### src/rtl/led_sequencer.sv
// Prescaled multi-mode LED pattern generator: binary up/down, Gray up, or a
// bouncing single-LED scanner, with enable, synchronous load and step/wrap strobes.
module led_sequencer #(
    parameter int WIDTH    = 8,
    parameter int CLOCK_HZ = 100000000,
    parameter int STEP_HZ  = 10
) (
    input  logic             clk,
    input  logic             reset,
    input  logic             en,
    input  logic [1:0]       mode,
    input  logic             load,
    input  logic [WIDTH-1:0] load_val,
    output logic [WIDTH-1:0] out,
    output logic             step,
    output logic             wrap
);
    localparam int DIV = CLOCK_HZ / STEP_HZ;
    localparam int PW  = (DIV > 1) ? $clog2(DIV) : 1;
    localparam int SW  = $clog2(WIDTH);

    localparam logic [PW-1:0] PRE_LAST = PW'(DIV - 1);
    localparam logic [SW-1:0] POS_TOP  = SW'(WIDTH - 1);
    localparam logic [SW-1:0] POS_TURN = SW'(WIDTH - 2);

    localparam logic [1:0] MODE_UP   = 2'b00;
    localparam logic [1:0] MODE_DOWN = 2'b01;
    localparam logic [1:0] MODE_GRAY = 2'b10;
    localparam logic [1:0] MODE_SCAN = 2'b11;

    logic [PW-1:0]    pre_reg, pre_next;
    logic [WIDTH-1:0] cnt_reg, cnt_next;
    logic [SW-1:0]    pos_reg, pos_next;
    logic             dir_reg, dir_next;
    logic [WIDTH-1:0] out_reg, out_next;
    logic             step_reg, step_next;
    logic             wrap_reg, wrap_next;

    logic             tick;
    logic [WIDTH-1:0] gray_disp;
    logic [WIDTH-1:0] scan_disp;

    assign tick = en && (pre_reg == PRE_LAST) && !load;

    always_comb begin
        pre_next  = pre_reg;
        cnt_next  = cnt_reg;
        pos_next  = pos_reg;
        dir_next  = dir_reg;
        wrap_next = 1'b0;
        step_next = tick;
        if (load) begin
            cnt_next = load_val;
            pos_next = '0;
            dir_next = 1'b0;
            pre_next = '0;
        end else if (tick) begin
            pre_next = '0;
            case (mode)
                MODE_UP, MODE_GRAY: begin
                    cnt_next  = cnt_reg + 1'b1;
                    wrap_next = &cnt_reg;
                end
                MODE_DOWN: begin
                    cnt_next  = cnt_reg - 1'b1;
                    wrap_next = (cnt_reg == '0);
                end
                default: begin
                    // The scanner reverses at either end and flags the bounce as a wrap.
                    if (!dir_reg) begin
                        if (pos_reg == POS_TOP) begin
                            pos_next  = POS_TURN;
                            dir_next  = 1'b1;
                            wrap_next = 1'b1;
                        end else begin
                            pos_next = pos_reg + 1'b1;
                        end
                    end else begin
                        if (pos_reg == '0) begin
                            pos_next  = SW'(1);
                            dir_next  = 1'b0;
                            wrap_next = 1'b1;
                        end else begin
                            pos_next = pos_reg - 1'b1;
                        end
                    end
                end
            endcase
        end else if (en) begin
            pre_next = pre_reg + 1'b1;
        end
    end

    // Display is derived from the post-edge state so out and step line up.
    assign gray_disp = cnt_next ^ (cnt_next >> 1);

    generate
        for (genvar gi = 0; gi < WIDTH; gi++) begin : g_scan
            assign scan_disp[gi] = (pos_next == SW'(gi));
        end
    endgenerate

    always_comb begin
        out_next = cnt_next;
        case (mode)
            MODE_GRAY: out_next = gray_disp;
            MODE_SCAN: out_next = scan_disp;
            default:   out_next = cnt_next;
        endcase
    end

    always_ff @(posedge clk) begin
        if (reset) begin
            pre_reg  <= '0;
            cnt_reg  <= '0;
            pos_reg  <= '0;
            dir_reg  <= 1'b0;
            out_reg  <= '0;
            step_reg <= 1'b0;
            wrap_reg <= 1'b0;
        end else begin
            pre_reg  <= pre_next;
            cnt_reg  <= cnt_next;
            pos_reg  <= pos_next;
            dir_reg  <= dir_next;
            out_reg  <= out_next;
            step_reg <= step_next;
            wrap_reg <= wrap_next;
        end
    end

    assign out  = out_reg;
    assign step = step_reg;
    assign wrap = wrap_reg;
endmodule

### config.mk
export PLATFORM = sky130hd
export DESIGN_NAME = led_sequencer
export DESIGN_NICKNAME = d
export VERILOG_FILES = /design/src/rtl/led_sequencer.sv
export SDC_FILE = /design/constraint.sdc
export NUM_CORES = 1
export LEC_CHECK = 0
export CAP_MARGIN = 20
export CORE_ASPECT_RATIO = 1.5
export CORE_MARGIN = 4
export CORE_UTILIZATION = 40
export DETAILED_ROUTE_END_ITERATION = 8
export GPL_TIMING_DRIVEN = 1
export PLACE_DENSITY = 0.7
export SLEW_MARGIN = 20
export SYNTH_ARGS = -nofsm -noshare
export SYNTH_HDL_FRONTEND = slang
export SYNTH_SLANG_ARGS = --single-unit
### constraint.sdc
create_clock -name clk -period 3.4 [get_ports clk]
set_input_delay 0.34 -clock clk [delete_from_list [all_inputs] [get_ports clk]]
set_output_delay 0.34 -clock clk [all_outputs]
set_load 0.005 [all_outputs]
* Word level (Yosys, flattened, before mapping)
Index checks and enable logic that the tools add are counted.
** Operators by class
- Muxes and demuxes :: 16
- $add $sub $neg :: 5
- Reductions and logical operators :: 14
- Bitwise gates (word level) :: 3
- Equal/unequal tests :: 12
** Operators by type and width (number)
- $pmux 8 s2 :: 2
- $add 24x1->24 const B :: 1
- $eq 24x24->1 const B :: 1
- $mux 3 :: 6
- $mux 8 :: 2
- $eq 3x3->1 const B :: 5
- $reduce_or 3->1 :: 3
- $add 8x1->8 const B :: 1
- $logic_not 8->1 :: 1
- $reduce_and 8->1 :: 1
- $sub 8x1->8 const B :: 1
- $xor 8x7->8 :: 1
- $eq 3x2->1 const B :: 2
- $logic_not 3->1 :: 2
- $mux 1 :: 5
- $eq 2x2->1 const B :: 2
- $reduce_or 2->1 :: 2
- $add 3x1->3 const B :: 1
- $eq 3x1->1 const B :: 1
- $sub 3x1->3 const B :: 1
- $eq 2x1->1 const B :: 1
- $logic_and 1x1->1 :: 2
- $logic_not 2->1 :: 1
- $not 1->1 :: 2
- other kinds (3) :: 3
** Word-level totals
- Input port bits :: 14
- Bits in registers :: 46
- Logic and storage cells :: 57
- Output and inout port bits :: 10

* Depth between registers and ports, before layout
- Depth in word-level cells :: 8
- Mapped depth :: 11
- Gate-level depth less buffers :: 10

* Worst setup path before layout
No wires, ideal clock.
- Kind :: input -> register
- Start point :: input port mode[1]
- End point :: register out_reg[3] (netlist: out[3])
- Required time :: 3321 ps
- Buffers on the path :: 1
- Stages on the path :: 11
- Slack :: 742 ps
- Setup time :: 79 ps
- Data arrival time :: 2579 ps
- Cell sequence :: nand2b_1 clkbuf_1 xnor2_1 ha_1 nor4b_1 nand2_1 a2111oi_1 xnor2_1 o21ai_0 or3_1 o211ai_1
** On the way
- Longest elaborated chain between the ends :: 7
- Elaborated cells on any way between the ends :: 15
- Those cells by class :: 4 x eq/ne; 7 x mux; 1 x bitwise; 3 x reduce/logical
** RTL lines
- start, declared :: RTL line 11 : input logic [1:0] mode,
- $eq 2x2->1, or another cell as far along :: RTL line 59, 105
- $reduce_or 3->1 (no line) / $reduce_or 2->1 (equally long branches)
- $mux 3 / $pmux 8 s2 (equally long branches) :: RTL line 59 : case (mode)
- $mux 3 / $mux 8 (equally long branches) :: RTL line 57 : end else if (tick) begin
- $mux 3 / $mux 8 (equally long branches) :: RTL line 52 : if (load) begin
- $eq 3x2->1 / $xor 8x7->8 (equally long branches) :: RTL line 99, 95
- $pmux 8 s2 (*) :: RTL line 105 : case (mode)
- end signal, assigned :: RTL line 126 : out_reg <= out_next;
- end, declared :: RTL line 35 : logic [WIDTH-1:0] out_reg, out_next;
Mark *: on every way between the ends. The rest lies on a longest branch, timed or not.
A chain may end at the register's enable or synchronous reset.

* Worst setup path after layout
Ends and elaborated chain as after synthesis.

==> flow_metrics.py <==
metrics = {
    "sta": {
        "finalMaxSlewViolations": 0,
        "hold_viol": 0,
        "setup_violations": 0,
        "fmax_mhz": 353,
        "clock_skew_ns": 0.00582,
        "relSlewSlack": 0.548,
        "post-route-period-util": 0.834,
        "rsz0062_at_grt": "false",
        "worstMarginPinSlew_ns": 0.672,
        "finalWorstSetupSlack_ns": 0.564,
        "period_minus_slack_ns": 2.84,
        "fin_setup_tns_ns": 0,
    },
    "place": {
        "io_buffers": 23,
        "place_ws_ns": 0.256,
        "gp_congestion": 0.985,
        "hpwl_um": 5100,
    },
    "power": {
        "cellInternalPower_w": 0.000789,
        "power.share.sequential": 0.530,
        "ir_drop_uv": 198,
        "combPwrFrac": 0.139,
        "p_sw_frac": 0.261,
        "p_leak_nw": 1.08,
        "power_density_nw_per_um2": 334,
        "pwr-share-clk": 0.332,
        "switchingPower_w": 0.000279,
    },
    "final_layout": {
        "multi_input_area_um2": 1770,
        "largest_register_ff_count": 24,
        "antenna_cells": 0,
        "num-fill-cells": 689,
        "final_util": 0.464,
        "area_growth_pct": 13.0,
        "fin_nets": 380,
        "final-seq-area_um2": 921,
        "drive_gt1_frac": 0.122,
    },
    "drt": {
        "vias_per_cell": 5.94,
        "drt_iter0_markers": 188,
        "antenna_left": 0,
        "wire_per_inst_um": 15.7,
        "first_pass_iters": 4,
        "drt-total-wl_um": 6890,
        "vias": 2607,
        "route.detailed.drc": 0,
    },
    "hold_path": {
        "holdCritStartpoint": "pre_reg[20]",
        "holdCritPathClass": "reg -> reg",
        "holdPathEnd": "pre_reg[20]",
        "holdPathStages": 2,
    },
    "run_status": {
        "outcome": "complete, no violations",
    },
    "yosys": {
        "yosysUniqueCellTypes": 71,
        "synthArstFlopShare": 0,
        "synth_top_area_share": 0.325,
        "synthFlopType": "dfxtp_1",
        "synth-edff-count": 0,
        "yosys_warnings": 0,
        "syn_nets": 359,
        "ys_seq_area_frac": 0.325,
        "syn_area_um2": 2830,
        "synth_seq_cells": 46,
        "yosysTopAreaCell": "dfxtp_1",
        "syn_inst": 339,
        "synthTopCellsByArea": "dfxtp_1 33%, nor2_1 6.9%, xor2_1 4.6%, nand2_1 4.1%, nand3_1 2.8%",
        "syn_area_per_cell_um2": 8.36,
    },
    "critical_path": {
        "critPathRequiredTime_ns": 3.63,
        "startpoint_type": "input pin",
        "r2r_start": "pre_reg[0]",
        "worstRegToRegCells": 8,
        "crit_start": "mode[1]",
        "ff2ff_setup_slack_ns": 0.63,
        "reg2reg_to": "out[0]",
        "critPathCaptureType": "register",
        "worstSetupPathType": "in -> reg",
        "critPathMaxFanout": 6,
        "critPathArrivalTime_ns": 3.07,
    },
    "grt": {
        "grt_start_max_net_pins": 23,
        "grt_pass1_vias": 2501,
        "gr-total-overflow": 0,
        "grt_first_pass_wirelength_um": 11800,
        "grt_usage": 0.166,
        "antenna_found_initial": 0,
    },
    "clock_tree": {
        "cts_tree": "done",
        "root_buffer": "clkbuf_8",
        "htreeDepth": 2,
        "postCtsHoldBufs": 0,
        "path_clk_slew_ns": 0.09,
        "cts_buffer_depth": 2,
        "numCtsBuffers": 5,
        "cts_sinks": 46,
        "ctsResizeCount": 0,
        "post_cts_buffers": 0,
        "insertion_delay_ns": 0.30,
    },
    "flow_run": {
        "max-cap-violations": 0,
    },
    "floorplanning": {
        "die-area_um2": 8520,
        "die_w_um": 76.7,
        "rows": 37,
        "initial_utilization": 0.411,
        "die_h_um": 111,
        "ios": 24,
        "fp.coreArea_um2": 6900,
    },
}
==> cells in the final DEF, fill, tap and decap left out, types with 3 or more instances in the layout <==
cell type / synthesis / layout
xor2_1: 15 / 15
nor4b_1: 3 / 3
and3_1: 3 / 3
nand3b_1: 3 / 3
dfxtp_1: 46 / 46
xnor2_1: 8 / 8
inv_1: 9 / 9
nor4_1: 7 / 7
clkbuf_8: 3 / 6
o211ai_1: 7 / 7
a31oi_1: 3 / 3
nor2_1: 52 / 52
ha_1: 6 / 6
or3_1: 11 / 11
mux2_2: 3 / 3
a21boi_0: 3 / 3
buf_4: 0 / 7
nand4_1: 12 / 12
a21oi_1: 12 / 12
o21ai_0: 8 / 8
nand2b_1: 3 / 3
nand3_1: 16 / 16
mux2i_1: 6 / 6
clkdlybuf4s50_1: 0 / 23
nand2_1: 31 / 31
nor3_1: 3 / 3
o31ai_1: 3 / 3
==> Yosys cell counts, types with 2 or more instances <==
cell       instances
nand3_1           16
clkbuf_8           3
clkbuf_1           9
nor3_1             3
mux2i_4            2
and3_1             3
nand3b_1           3
buf_6              2
o31ai_1            3
o211ai_1           7
or3_1             11
nor4b_1            3
a21boi_0           3
nand2_1           31
mux2i_1            6
nor4_1             7
inv_1              9
mux2_2             3
or2b_2             2
a21oi_1           12
nand2b_1           3
a311oi_1           2
nor2_1            52
or4b_2             2
dfxtp_1           46
o22a_1             2
and4_2             2
nand4_1           12
a31oi_1            3
buf_2              2
o21ai_0            8
a2bb2oi_1          2
ha_1               6
xor2_1            15
xnor2_1            8
==> worst max path at each step <==
| stage | end | slack (ns) | depth (start not counted) |
|---|---|---|---|
| after CTS | out[3] | 0.54 | 11 |
| final | out[3] | 0.56 | 11 |
| after floorplan | out[3] | 0.74 | 11 |
| after detailed placement | out[3] | 0.26 | 11 |
| after global routing | out[3] | 0.27 | 11 |
| after global placement | out[3] | 0.32 | 11 |
==> final cells by class <==
cell class,count,share of cell area
flip-flops and latches,46,0.288
repair buffers,30,0.0884
clock buffers,6,0.0258
well taps,78,0.0305
multi-input cells,267,0.552
clock inverters,2,0.00391
inverters,10,0.0117
==> layer usage <==
metal,part of all wire,wire length [µm],track usage,vias to the layer above
li1,-,-,-,1269
met1,0.42,2890,0.199,1234
met2,0.49,3340,0.276,85
met3,0.051,351,0.0276,19
met4,0.043,299,0.0955,0
met5,0,0,0,-
==> power groups by stage <==
stage                     Sequential (W)  Combinational [W]  Clock [W]
after floorplan                 0.000574          0.0000945          0
after global placement          0.000578           0.000146          0
after detailed placement        0.000578           0.000147          0
after CTS                       0.000566           0.000148   0.000363
after global routing            0.000569           0.000162   0.000376
final                           0.000566           0.000148   0.000354
==> kinds of logic (layout without fill, tap and decap cells) <==
family | after synthesis | after routing | share of synthesized area
DFF | 46 | 46 | 0.325
adders and majority gates | 6 | 6 | 0.0265
and+or+nand+nor | 168 | 168 | 0.321
xor gates and xnor gates | 23 | 23 | 0.0711
muxes | 12 | 12 | 0.0543
buffers and inverters | 26 | 48 | 0.0512
AOI/OAI and AO/OA | 58 | 58 | 0.151
==> worst max-delay path, stage by stage <==
cell,delay [ns]
clkdlybuf4s50_1,0.42
nand2b_1,0.18
xnor2_1,0.14
ha_1,0.26
nor4b_1,0.34
nand2_1,0.09
a2111oi_1,0.41
xnor2_1,0.21
o21ai_0,0.18
or3_1,0.40
o211ai_1,0.08
==> per-stage QoR <==
stage,instance area (µm²),cells,hold WS (ns),power [W]
final,3200,439,0.514,0.00107
after global routing,3200,439,0.582,0.00111
after CTS,3200,439,0.524,0.00108
after detailed placement,3110,431,0.511,0.000725
after global placement,3110,431,0.488,0.000724
after floorplan,2830,339,0.463,0.000668
Note: power is estimated with default switching activity, not from simulation.
